File: config.mk
export PLATFORM = sky130hd
export DESIGN_NAME = decode_issue_stage
export DESIGN_NICKNAME = d
export VERILOG_FILES = /design/src/rtl/rv32_pkg.sv /design/src/rtl/imm_gen.sv /design/src/rtl/decode_issue_stage.sv
export SDC_FILE = /design/constraint.sdc
export NUM_CORES = 1
export LEC_CHECK = 0
export CORE_ASPECT_RATIO = 0.9
export CORE_MARGIN = 2
export CORE_UTILIZATION = 39
export CTS_CLUSTER_DIAMETER = 80
export DETAILED_ROUTE_END_ITERATION = 8
export GPL_TIMING_DRIVEN = 0
export HOLD_SLACK_MARGIN = 0.08
export PLACE_DENSITY_LB_ADDON = 0.15
export SLEW_MARGIN = 10
export SYNTH_ARGS = -nofsm -noshare
export SYNTH_HDL_FRONTEND = slang
export SYNTH_SLANG_ARGS = --single-unit
File: constraint.sdc
create_clock -name clk -period 2.1 [get_ports clk]
set_input_delay 0.21 -clock clk [delete_from_list [all_inputs] [get_ports clk]]
set_output_delay 0.21 -clock clk [all_outputs]
set_load 0.02 [all_outputs]
File: src/rtl/rv32_pkg.sv
`default_nettype none
// ============================================================================
// Module      : rv32_pkg
// Description : RV32I base opcodes, immediate-format encoding and small
//               decode helpers shared by the decode/issue stage.
// Revision    : 1.0 - initial release
// ============================================================================
package rv32_pkg;

  localparam logic [6:0] OPC_LOAD     = 7'b0000011;
  localparam logic [6:0] OPC_MISC_MEM = 7'b0001111;
  localparam logic [6:0] OPC_OP_IMM   = 7'b0010011;
  localparam logic [6:0] OPC_AUIPC    = 7'b0010111;
  localparam logic [6:0] OPC_STORE    = 7'b0100011;
  localparam logic [6:0] OPC_OP       = 7'b0110011;
  localparam logic [6:0] OPC_LUI      = 7'b0110111;
  localparam logic [6:0] OPC_BRANCH   = 7'b1100011;
  localparam logic [6:0] OPC_JALR     = 7'b1100111;
  localparam logic [6:0] OPC_JAL      = 7'b1101111;
  localparam logic [6:0] OPC_SYSTEM   = 7'b1110011;

  // Immediate format carried by an opcode; R-type and unknown opcodes have none
  typedef enum logic [2:0] {
    IMM_NONE = 3'd0,
    IMM_I    = 3'd1,
    IMM_S    = 3'd2,
    IMM_B    = 3'd3,
    IMM_U    = 3'd4,
    IMM_J    = 3'd5
  } imm_type_e;

  function automatic imm_type_e imm_type_of(input logic [6:0] opcode);
    imm_type_e t;
    case (opcode)
      OPC_LOAD, OPC_OP_IMM, OPC_JALR,
      OPC_SYSTEM, OPC_MISC_MEM: t = IMM_I;
      OPC_STORE:                t = IMM_S;
      OPC_BRANCH:               t = IMM_B;
      OPC_LUI, OPC_AUIPC:       t = IMM_U;
      OPC_JAL:                  t = IMM_J;
      default:                  t = IMM_NONE;
    endcase
    return t;
  endfunction

  function automatic logic opcode_legal(input logic [6:0] opcode);
    logic ok;
    case (opcode)
      OPC_LOAD, OPC_MISC_MEM, OPC_OP_IMM, OPC_AUIPC, OPC_STORE, OPC_OP,
      OPC_LUI, OPC_BRANCH, OPC_JALR, OPC_JAL, OPC_SYSTEM: ok = 1'b1;
      default:                                            ok = 1'b0;
    endcase
    return ok;
  endfunction

endpackage
`default_nettype wire

File: src/rtl/imm_gen.sv
`default_nettype none
// ============================================================================
// Module      : imm_gen
// Description : Combinational immediate extraction for all RV32I formats,
//               sign-extended from instr[31] to the datapath width.
// Revision    : 1.0 - initial release
// ============================================================================
module imm_gen
  import rv32_pkg::*;
#(
  parameter int XLEN = 32
) (
  input  logic [31:0]     instr,
  output logic [XLEN-1:0] imm
);

  logic [31:0] w_imm32;

  // Reassemble the scattered immediate fields by format; B/J keep bit0 = 0
  always_comb begin
    w_imm32 = '0;
    case (imm_type_of(instr[6:0]))
      IMM_I:   w_imm32 = {{20{instr[31]}}, instr[31:20]};
      IMM_S:   w_imm32 = {{20{instr[31]}}, instr[31:25], instr[11:7]};
      IMM_B:   w_imm32 = {{19{instr[31]}}, instr[31], instr[7], instr[30:25],
                          instr[11:8], 1'b0};
      IMM_U:   w_imm32 = {instr[31:12], 12'b0};
      IMM_J:   w_imm32 = {{11{instr[31]}}, instr[31], instr[19:12], instr[20],
                          instr[30:21], 1'b0};
      default: w_imm32 = '0;
    endcase
  end

  assign imm = XLEN'($signed(w_imm32));

endmodule
`default_nettype wire

File: src/rtl/decode_issue_stage.sv
`default_nettype none
// ============================================================================
// Module      : decode_issue_stage
// Description : Decode/issue stage in front of the register file. Provides
//               the WB->ID bypass, load-use bubble insertion with IF stall,
//               branch flush / memory stall handling and the ID/EX registers.
// Revision    : 1.0 - initial release
// ============================================================================
module decode_issue_stage
  import rv32_pkg::*;
#(
  parameter int XLEN   = 32,
  parameter int REG_AW = 5,
  parameter int CNT_W  = 16
) (
  input  logic              clk,
  input  logic              rst_n,
  input  logic              if_valid,
  input  logic [31:0]       if_instr,
  input  logic [XLEN-1:0]   if_pc,
  output logic              id_stall,
  output logic [REG_AW-1:0] rf_rs1,
  output logic [REG_AW-1:0] rf_rs2,
  input  logic [XLEN-1:0]   rf_rs1_data,
  input  logic [XLEN-1:0]   rf_rs2_data,
  input  logic              wb_regwrite,
  input  logic [REG_AW-1:0] wb_rd,
  input  logic [XLEN-1:0]   wb_data,
  input  logic              ex_flush,
  input  logic              mem_stall,
  output logic              ex_valid,
  output logic [XLEN-1:0]   ex_pc,
  output logic [XLEN-1:0]   ex_rs1_val,
  output logic [XLEN-1:0]   ex_rs2_val,
  output logic [REG_AW-1:0] ex_rs1,
  output logic [REG_AW-1:0] ex_rs2,
  output logic [REG_AW-1:0] ex_rd,
  output logic [XLEN-1:0]   ex_imm,
  output logic [6:0]        ex_opcode,
  output logic [2:0]        ex_funct3,
  output logic              ex_funct7b5,
  output logic              ex_memread,
  output logic              ex_regwrite,
  output logic              ex_illegal,
  output logic [CNT_W-1:0]  bubble_cnt
);

  logic [6:0]        w_opcode;
  logic [REG_AW-1:0] w_rs1;
  logic [REG_AW-1:0] w_rs2;
  logic [REG_AW-1:0] w_rd;
  logic              w_uses_rs1;
  logic              w_uses_rs2;
  logic              w_legal;
  logic              w_writes_rd;
  logic              w_load_use;
  logic              w_issue;
  logic [XLEN-1:0]   w_imm;
  logic [XLEN-1:0]   w_rs1_val;
  logic [XLEN-1:0]   w_rs2_val;

  logic              r_ex_valid;
  logic [XLEN-1:0]   r_ex_pc;
  logic [XLEN-1:0]   r_ex_rs1_val;
  logic [XLEN-1:0]   r_ex_rs2_val;
  logic [REG_AW-1:0] r_ex_rs1;
  logic [REG_AW-1:0] r_ex_rs2;
  logic [REG_AW-1:0] r_ex_rd;
  logic [XLEN-1:0]   r_ex_imm;
  logic [6:0]        r_ex_opcode;
  logic [2:0]        r_ex_funct3;
  logic              r_ex_funct7b5;
  logic              r_ex_memread;
  logic              r_ex_regwrite;
  logic              r_ex_illegal;
  logic [CNT_W-1:0]  r_bubble_cnt;

  assign w_opcode = if_instr[6:0];
  assign w_rs1    = if_instr[15 +: REG_AW];
  assign w_rs2    = if_instr[20 +: REG_AW];
  assign w_rd     = if_instr[7 +: REG_AW];
  assign rf_rs1   = w_rs1;
  assign rf_rs2   = w_rs2;

  assign w_uses_rs1  = !((w_opcode == OPC_LUI) || (w_opcode == OPC_AUIPC) ||
                         (w_opcode == OPC_JAL));
  assign w_uses_rs2  = (w_opcode == OPC_OP) || (w_opcode == OPC_STORE) ||
                       (w_opcode == OPC_BRANCH);
  assign w_legal     = opcode_legal(w_opcode);
  assign w_writes_rd = w_legal && (w_rd != '0) &&
                       (w_opcode != OPC_STORE) && (w_opcode != OPC_BRANCH);

  // A load still in EX cannot forward to us yet, so the consumer waits a cycle
  assign w_load_use = if_valid && r_ex_valid && r_ex_memread && (r_ex_rd != '0) &&
                      ((w_uses_rs1 && (r_ex_rd == w_rs1)) ||
                       (w_uses_rs2 && (r_ex_rd == w_rs2)));

  // Flush beats the hazard: IF must be free to fetch the redirect target
  assign id_stall = mem_stall || (!ex_flush && w_load_use);
  assign w_issue  = if_valid && !ex_flush && !w_load_use;

  // The register file has no write-before-read path, so WB is bypassed here
  assign w_rs1_val = (w_rs1 == '0) ? '0 :
                     (wb_regwrite && (wb_rd == w_rs1)) ? wb_data : rf_rs1_data;
  assign w_rs2_val = (w_rs2 == '0) ? '0 :
                     (wb_regwrite && (wb_rd == w_rs2)) ? wb_data : rf_rs2_data;

  imm_gen #(
    .XLEN (XLEN)
  ) u_imm_gen (
    .instr (if_instr),
    .imm   (w_imm)
  );

  // ID/EX bundle: hold on mem_stall, otherwise capture with valid gated by hazards
  always_ff @(posedge clk or negedge rst_n) begin
    if (!rst_n) begin
      r_ex_valid    <= 1'b0;
      r_ex_pc       <= '0;
      r_ex_rs1_val  <= '0;
      r_ex_rs2_val  <= '0;
      r_ex_rs1      <= '0;
      r_ex_rs2      <= '0;
      r_ex_rd       <= '0;
      r_ex_imm      <= '0;
      r_ex_opcode   <= '0;
      r_ex_funct3   <= '0;
      r_ex_funct7b5 <= 1'b0;
      r_ex_memread  <= 1'b0;
      r_ex_regwrite <= 1'b0;
      r_ex_illegal  <= 1'b0;
    end else if (!mem_stall) begin
      r_ex_valid    <= w_issue;
      r_ex_pc       <= if_pc;
      r_ex_rs1_val  <= w_rs1_val;
      r_ex_rs2_val  <= w_rs2_val;
      r_ex_rs1      <= w_rs1;
      r_ex_rs2      <= w_rs2;
      r_ex_rd       <= w_rd;
      r_ex_imm      <= w_imm;
      r_ex_opcode   <= w_opcode;
      r_ex_funct3   <= if_instr[14:12];
      r_ex_funct7b5 <= if_instr[30];
      r_ex_memread  <= w_issue && (w_opcode == OPC_LOAD);
      r_ex_regwrite <= w_issue && w_writes_rd;
      r_ex_illegal  <= !w_legal;
    end
  end

  // Count inserted load-use bubbles, sticking at all-ones
  always_ff @(posedge clk or negedge rst_n) begin
    if (!rst_n) begin
      r_bubble_cnt <= '0;
    end else if (!mem_stall && !ex_flush && w_load_use &&
                 (r_bubble_cnt != {CNT_W{1'b1}})) begin
      r_bubble_cnt <= r_bubble_cnt + 1'b1;
    end
  end

  assign ex_valid    = r_ex_valid;
  assign ex_pc       = r_ex_pc;
  assign ex_rs1_val  = r_ex_rs1_val;
  assign ex_rs2_val  = r_ex_rs2_val;
  assign ex_rs1      = r_ex_rs1;
  assign ex_rs2      = r_ex_rs2;
  assign ex_rd       = r_ex_rd;
  assign ex_imm      = r_ex_imm;
  assign ex_opcode   = r_ex_opcode;
  assign ex_funct3   = r_ex_funct3;
  assign ex_funct7b5 = r_ex_funct7b5;
  assign ex_memread  = r_ex_memread;
  assign ex_regwrite = r_ex_regwrite;
  assign ex_illegal  = r_ex_illegal;
  assign bubble_cnt  = r_bubble_cnt;

endmodule
`default_nettype wire

==> flow_summary.json, run 1 <==
{
  "synth.top_cell.area_share": 0.545,
  "power_density_nw_per_um2": 697,
  "clock_latency_ns": 0.43,
  "rsz0062_at_grt": "true",
  "grt_pass1_vias": 7012,
  "syn_area_sq_um": 7990,
  "synth_fp_nets": 869,
  "vias_per_cell": 5.11,
  "drtIter0Drc": 479,
  "fin_skew_ns": 0.00729,
  "met3_usage": 0.0785,
  "wl_per_cell_um": 19.7,
  "rows": 49,
  "tightest_slew_ns": 0.682,
  "ys_seq_area_frac": 0.545,
  "grt_pass1_wl_mm": 40.1,
  "whs_ns": 0.199,
  "use_met1": 0.306,
  "start_kind": "register",
  "slew_headroom": 0.545,
  "clockBufferDepth": 2,
  "htree_levels": 4,
  "place.gp.congestion": 0.908,
  "synth_edf_count": 0,
  "critPathBufInv": 2,
  "dr_total_vias": 6888,
  "worstPathArrival_ns": 2.10,
  "post-route-min-period_ns": 2.31,
  "cp-end-kind": "output pin",
  "cap_viol_max_count": 0,
  "die-area_sq_um": 21700,
  "synth_area_leaders": "dfrtp_1, mux2_2, mux2i_1, o21ai_0, nand2_1",
  "slowest_stage": "or4_4",
  "dp_hpwl_mm": 19.7,
  "leakagePower_uw": 0.00515,
  "setup_violations": 1,
  "path_clk_slew_ns": 0.07,
  "critPathKind": "register to output pin",
  "syn_avg_cell_area_sq_um": 11.5,
  "synth_flop_cell": "dfrtp_1",
  "portBuffers": 354,
  "crit_fanout": 5,
  "worstPathCellList": "or4_4 > o211ai_1 > o21bai_4 > buf_6 > o21bai_1 > buf_4",
  "violations": "negative setup slack",
  "die_h_um": 140,
  "critPathTopFamily": "simple AND/OR/NAND/NOR gates",
  "slew_viol_final": 0,
  "hold_viol": 0,
  "drc_errors": 0,
  "synth_common_cells": "dfrtp_1, nand2_1, o21ai_0",
  "fp.coreArea_sq_um": 20000,
  "yosysTopAreaCell": "dfrtp_1",
  "setup_ws_ns": -0.214,
  "drive_above_1_share": 0.144,
  "met2_usage": 0.403,
  "cts_tree": "done",
  "fmax_ghz": 0.432,
  "antenna_found_initial": 1,
  "drt_pre_antenna_iters": 5,
  "area_growth_pct": 57.4,
  "track_usage": 0.243,
  "n_fill_cell": 1703,
  "synthMostInstantiatedCell": "dfrtp_1",
  "final_nets": 1251,
  "synthDistinctLibCells": 55,
  "wirelength_mm": 26.6,
  "multiInputGateArea_sq_um": 3410,
  "setup_tns_ns": -0.214,
  "yosys_warnings": 0,
  "ys_ff_latch": 174,
  "ir_drop_mv": 0.506,
  "period_share": 1.10,
  "clock-root-buffer": "clkbuf_16",
  "crit_required_ns": 1.89,
  "critPathMaxStageDelay_ns": 0.54,
  "status": "complete, but fails checks",
  "final-seq-area_sq_um": 4360,
  "antenna_left": 0,
  "syn_inst": 697,
  "final_util": 0.627,
  "fp.dieW_um": 155,
  "cts_buffers": 17,
  "hp-class": "input pin to register",
  "grt_max_degree": 89,
  "overflow": 0,
  "io_pins": 356,
  "async_flop_share": 1.00,
  "start_util": 0.399,
  "cts.sinks": 174,
  "top_usage_layer": "met2"
}
[cell usage in the layout (no fill, tap or decap), types with 5 or more instances in the layout]
| master | n |
|---|---|
| a21oi_1 | 11 |
| dfrtp_1 | 172 |
| nor2_1 | 14 |
| nor4_1 | 6 |
| clkdlybuf4s50_1 | 346 |
| a22o_1 | 6 |
| nand3_1 | 11 |
| xor2_1 | 24 |
| mux2_2 | 61 |
| clkbuf_1 | 19 |
| a221o_1 | 11 |
| o21bai_1 | 5 |
| buf_4 | 24 |
| mux2i_1 | 68 |
| o21ai_0 | 75 |
| clkbuf_2 | 7 |
| xnor2_1 | 11 |
| buf_2 | 9 |
| clkbuf_16 | 17 |
| nor2b_1 | 9 |
| nor3_1 | 8 |
| nand2_1 | 95 |
[worst paths after layout]
check / from / end / slack, ns / depth (start not counted)
min in group asynchronous: rst_n / bubble_cnt[3] / 0.35 / 2
max in group asynchronous: rst_n / ex_pc[9] / 0.86 / 3
min: if_instr[19] / ex_imm[19] / 0.20 / 3
min reg2reg: ex_rs2_val[11] / ex_rs2_val[11] / 0.48 / 2
max: ex_rd[2] / id_stall / -0.21 / 6
max reg2reg: ex_rd[2] / ex_regwrite / 0.07 / 7
[worst register-to-register path, stage by stage, from the launching register on]
cell      delay (ns)
dfrtp_1         0.45
or4_4           0.54
o211ai_1        0.19
o21bai_4        0.17
buf_6           0.12
buf_4           0.16
nand2_4         0.07
o31ai_2         0.24
[metal layers]
layer	vias to the layer above	wire length [um]	share of wire
met2	281	13000	0.49
met4	0	441	0.017
li1	3225	-	-
met5	-	0	0
met3	32	1990	0.075
met1	3350	11200	0.42
[layout make-up]
type                    count  area share
clock inverters            12     0.00826
repair buffers            363       0.289
diodes                      1    0.000199
multi-input cells         469       0.271
well taps                 255      0.0254
flip-flops and latches    174       0.346
inverters                   1    0.000298
plain buffers              53      0.0234
clock buffers              20      0.0363
[sequential cells by signal, summed over array words and instances, names as in the netlist]
name         cells
ex_rd            5
ex_rs1           5
ex_rs2_val      32
bubble_cnt      16
ex_funct3        3
ex_regwrite      1
ex_rs1_val      32
ex_funct7b5      1
ex_memread       1
ex_illegal       1
ex_valid         1
ex_opcode        7
ex_rs2           5
ex_imm          32
ex_pc           32
[logic make-up (layout without fill, tap and decap cells)]
group,after synthesis,in the layout,synth area share
buf+inv,54,449,0.0352
simple gates,179,179,0.110
fa+ha+maj,1,1,0.00157
flops,174,174,0.545
mux,129,129,0.171
compound gates,125,125,0.0985
other cells,0,1,0
xor+xnor,35,35,0.0384
[what timing repair did]
action / in CTS / in global routing
gates resized for setup: 20 / 15
hold buffers: 1 / 0
hold endpoints to repair: 86 / 0
buffers inserted: 5 / 2
endpoints found under the setup margin: 107 / 61
gates cloned: 0 / 0
pin swaps: 5 / 1
[power by group]
| group | leakage (uW) | internal, uW | switching [uW] |
|---|---|---|---|
| Clock | 0.000277 | 1620 | 1430 |
| Combinational | 0.00270 | 1000 | 957 |
| Sequential | 0.00216 | 3610 | 147 |
| Total | 0.00515 | 6230 | 2530 |
[per-stage QoR]
step	power (uW)	setup WS [ns]	area, sq um	cells
2_1_floorplan	4600	0.0423	7990	697
3_3_place_gp	5760	-6.64	11900	1306
3_5_place_dp	5780	-1.29	11900	1307
4_1_cts	8840	-0.228	12500	1345
5_1_grt	9120	-0.274	12600	1348
6_report	8760	-0.214	12600	1348
Power figures use the tool's default switching activity.
==> run 2: changes to the inputs <==
Settings changed: CELL_PAD_IN_SITES_DETAIL_PLACEMENT set to 0, CELL_PAD_IN_SITES_GLOBAL_PLACEMENT set to 1, CORE_UTILIZATION 39 to 32.
==> flow_summary.json, run 2 (synthesized netlist as in run 1, its figures left out) <==
{
  "final_util": 0.526,
  "dr_total_vias": 6875,
  "startpoint": "if_instr[5]",
  "fmax_ghz": 0.442,
  "finalPower_uw": 8900,
  "hp-class": "input pin to register",
  "post-route-min-period_ns": 2.26,
  "drtIter0Drc": 431,
  "power_density_nw_per_um2": 694,
  "worstPathArrival_ns": 2.05,
  "slew_viol_final": 0,
  "final_cell_area_sq_um": 12800,
  "grt_pass1_wl_mm": 42.1,
  "violations": "negative setup slack",
  "ir_drop_mv": 0.547,
  "clock-root-buffer": "clkbuf_16",
  "layout_commonest_cell": "clkdlybuf4s50_1",
  "io_pins": 356,
  "die-area_sq_um": 26300,
  "rows": 54,
  "rr_startpoint": "bubble_cnt[1]",
  "cts.sinks": 174,
  "clockBufferDepth": 2,
  "path_clk_slew_ns": 0.07,
  "final-seq-area_sq_um": 4360,
  "critPathMostFrequentCell": "buf_4",
  "cap_viol_max_count": 0,
  "portBuffers": 354,
  "dp_hpwl_mm": 20.8,
  "critPathMaxStageDelay_ns": 0.51,
  "whs_ns": 0.306,
  "area_growth_pct": 60.5,
  "setup_ws_ns": -0.162,
  "reg2reg_slack_ns": 0.06,
  "start_kind": "input pin",
  "final_nets": 1261,
  "numPlacedInstances": 1388,
  "vias_per_cell": 4.78,
  "top_usage_layer": "met2",
  "start_util": 0.328,
  "hold_viol": 0,
  "use_met1": 0.260,
  "fp.dieW_um": 171,
  "clock_latency_ns": 0.43,
  "slowest_stage": "clkdlybuf4s50_1",
  "met2_usage": 0.349,
  "antenna_left": 0,
  "wirelength_mm": 28.1,
  "period_share": 1.08,
  "layout_common_cells": "clkdlybuf4s50_1, dfrtp_1, nand2_1",
  "setup_violations": 1,
  "met3_usage": 0.0741,
  "ff2ff_path_depth": 8,
  "cts_tree": "done",
  "place.gp.congestion": 0.826,
  "grt_max_degree": 90,
  "critPathTopFamily": "buffers and inverters",
  "cp-end-kind": "output pin",
  "endpoint": "id_stall",
  "multiInputGateArea_sq_um": 3450,
  "track_usage": 0.212,
  "drt_pre_antenna_iters": 5,
  "r2r-end": "bubble_cnt[1]",
  "worstPathCellList": "clkdlybuf4s50_1 > buf_4 > and2b_1 > nand3_1 > nor4_4 > o21bai_4 > buf_6 > o21bai_1 > buf_4",
  "drive_above_1_share": 0.156,
  "die_h_um": 154,
  "wl_per_cell_um": 19.5,
  "tightest_slew_ns": 0.749,
  "critPathKind": "input pin to output pin",
  "overflow": 0,
  "crit_required_ns": 1.89,
  "worstSetupPathDepth": 9,
  "n_fill_cell": 2264,
  "leakagePower_uw": 0.00520,
  "layoutNonFillerInstCount": 1439,
  "fp.coreArea_sq_um": 24400,
  "critPathBufInv": 4,
  "drc_errors": 0,
  "slew_headroom": 0.501,
  "cts_buffers": 17,
  "rsz0062_at_grt": "true",
  "status": "complete, but fails checks",
  "grt_pass1_vias": 7190,
  "fin_skew_ns": 0.0125,
  "htree_levels": 4,
  "crit_fanout": 10,
  "antenna_found_initial": 1,
  "placed_cell_area_sq_um": 12000
}
## run 2: cell types whose count changed in the layout (fill, tap and decap cells not counted), moves of 2 or more
| cell | delta |
|---|---|
| clkinv_2 | -2 |
| nor3_1 | -3 |
| dlygate4sd2_1 | +3 |
| clkdlybuf4s50_1 | -2 |
| nor3_2 | +3 |
| buf_4 | +11 |
| clkinv_8 | +2 |
| buf_2 | -2 |
## run 2: final cells by class
class | instances | share of cell area
inverter | 1 | 0.000293
multi-input combinational | 469 | 0.269
timing repair buffer | 373 | 0.289
buffer | 53 | 0.0238
sequential | 174 | 0.340
tap | 336 | 0.0328
clock buffer | 18 | 0.0342
antenna | 1 | 0.000195
clock inverter | 14 | 0.0113
## run 2: what timing repair did
item,in CTS,in global routing
setup endpoints to repair,89,37
resized for setup,25,23
hold buffers,1,0
pin swaps,6,5
endpoints found under the hold margin,88,0
buffers inserted,12,5
## run 2: worst register-to-register path, delay by kind of cell (launching register included)
kind          cells  cell delay [ns]
simple gates      5             0.97
flops             1             0.39
mux               1             0.26
fa+ha+maj         1             0.19
buf+inv           1             0.13
## run 2: how the worst min path moves through the flow
stage / end / start / cells after the start
6_report: ex_imm[17] / if_instr[17] / 3
5_1_grt: ex_imm[17] / if_instr[17] / 3
4_1_cts: ex_imm[17] / if_instr[17] / 3
3_5_place_dp: ex_pc[2] / rst_n / 1
3_3_place_gp: ex_rs2_val[29] / ex_rs2_val[29] / 2
2_1_floorplan: bubble_cnt[0] / rst_n / 0
## run 2: power breakdown
group	leakage [uW]	switching, uW	internal [uW]
registers	0.00217	147	3610
logic	0.00276	973	1020
clock network	0.000281	1540	1610
total	0.00520	2660	6240
## run 2: routing by layer
layer  share of wire  vias to the layer above
li1                -                     3231
met1            0.41                     3349
met2            0.49                      259
met3           0.084                       36
met4           0.019                        0
met5               0                        -
## run 2: stage by stage
step	setup TNS, ns	setup slack [ns]
2_1_floorplan	0	0.0423
3_3_place_gp	-1287.45	-6.94
3_5_place_dp	-89.07	-1.36
4_1_cts	-0.197	-0.197
5_1_grt	-0.328	-0.262
6_report	-0.162	-0.162
==> run 3: changes to the inputs <==
Settings changed: GPL_TIMING_DRIVEN 0 to 1.
==> flow_summary.json, run 3 (synthesized netlist as in run 1, its figures left out) <==
{
  "path_clk_slew_ns": 0.07,
  "antenna_found_initial": 4,
  "layout_common_cells": "clkdlybuf4s50_1, dfrtp_1, nand2_1",
  "leakagePower_uw": 0.00527,
  "clock_latency_ns": 0.43,
  "final_nets": 1252,
  "post-route-min-period_ns": 2.24,
  "fin_skew_ns": 0.0131,
  "setup_violations": 3,
  "cp-end-kind": "output pin",
  "violations": "negative setup slack",
  "period_share": 1.07,
  "final_cell_area_sq_um": 13000,
  "numPlacedInstances": 1390,
  "layout_commonest_cell": "clkdlybuf4s50_1",
  "hold_viol": 0,
  "cts_buffers": 17,
  "setup_ws_ns": -0.141,
  "tightest_slew_ns": 0.441,
  "fmax_ghz": 0.446,
  "power_density_nw_per_um2": 687,
  "antenna_left": 0,
  "grt_max_degree": 58,
  "worstPathArrival_ns": 2.03,
  "placed_cell_area_sq_um": 12200,
  "vias_per_cell": 4.75,
  "start_util": 0.328,
  "rows": 54,
  "crit_fanout": 3,
  "setup_tns_ns": -0.217,
  "drt_pre_antenna_iters": 5,
  "die_h_um": 154,
  "pre_cts_slack_ns": -0.363,
  "dr_total_vias": 6803,
  "io_pins": 356,
  "overflow": 0,
  "track_usage": 0.208,
  "crit_required_ns": 1.89,
  "clockBufferDepth": 2,
  "drive_above_1_share": 0.171,
  "ir_drop_mv": 0.686,
  "grt_pass1_vias": 7046,
  "status": "complete, but fails checks",
  "drtIter0Drc": 368,
  "die-area_sq_um": 26300,
  "drc_errors": 0,
  "slew_viol_final": 0,
  "grt_pass1_wl_mm": 41.6,
  "clock-root-buffer": "clkbuf_16",
  "hp-class": "input pin to register",
  "fp.coreArea_sq_um": 24400,
  "start_kind": "register",
  "place.gp.congestion": 0.785,
  "htree_levels": 4,
  "rsz0062_at_grt": "true",
  "cap_viol_max_count": 0,
  "slew_headroom": 0.706,
  "wirelength_mm": 27.4,
  "dp_hpwl_mm": 20.4,
  "area_growth_pct": 62.5,
  "portBuffers": 355,
  "layoutNonFillerInstCount": 1432,
  "cts.sinks": 174,
  "cts_tree": "done",
  "critPathKind": "register to output pin",
  "wl_per_cell_um": 19.1,
  "fp.dieW_um": 171
}
[run 3: power breakdown]
part / internal (uW) / total (uW) / switching (uW) / leakage, uW
logic: 1050 / 2000 / 956 / 0.00283
registers: 3610 / 3760 / 149 / 0.00216
clock network: 1620 / 3160 / 1540 / 0.000282
[run 3: area by class of cell]
| type | count | area [sq um] |
|---|---|---|
| multi-input combinational | 469 | 3470 |
| tap | 336 | 420 |
| clock inverter | 14 | 148 |
| clock buffer | 18 | 439 |
| fill | 2226 | 11400 |
| timing repair buffer | 417 | 4130 |
| sequential | 174 | 4360 |
| antenna | 3 | 7.51 |
| inverter | 1 | 3.75 |
[run 3: metal layers]
metal,wire (um),share of wire,global-route usage,vias up
met5,29,0.0011,0,-
met2,13000,0.48,0.332,226
met4,392,0.014,0.0606,4
met1,11500,0.42,0.262,3320
met3,2400,0.088,0.0782,24
li1,-,-,-,3229
[run 3: metrics by stage]
step                       util  hold slack [ns]  total power (uW)
after floorplan               -          -0.0856              4600
after global placement    0.501            0.120              5830
after detailed placement  0.501            0.122              5840
after CTS                 0.527            0.159              9050
after global routing      0.532            0.184              9320
final                     0.532            0.174              8920
[run 3: final timing paths]
check / startpoint / end / slack, ns / cells past startpoint
worst max register to register: ex_rd[4] / bubble_cnt[1] / -0.04 / 6
max in group asynchronous: rst_n / bubble_cnt[10] / 1.16 / 3
worst min register to register: ex_rs2_val[29] / ex_rs2_val[29] / 0.49 / 2
min in group asynchronous: rst_n / ex_pc[2] / 0.24 / 2
worst max-delay path: ex_rd[4] / id_stall / -0.14 / 5
worst min-delay path: mem_stall / ex_valid / 0.17 / 3
[run 3: what timing repair did]
item                                    in CTS  in global routing
hold endpoints to repair                   148                  0
hold buffers                                 1                  0
endpoints found under the setup margin       8                 14
pin swaps                                    3                  5
gates cloned                                 0                  0
buffers inserted                             1                  5
resized for setup                           10                 15
[run 3: critical path: stages (launching register included)]
cell and delay, ns:
dfrtp_2 0.44, or4_4 0.54, o211ai_1 0.21, o21bai_4 0.18
o21bai_1 0.09, buf_4 0.16
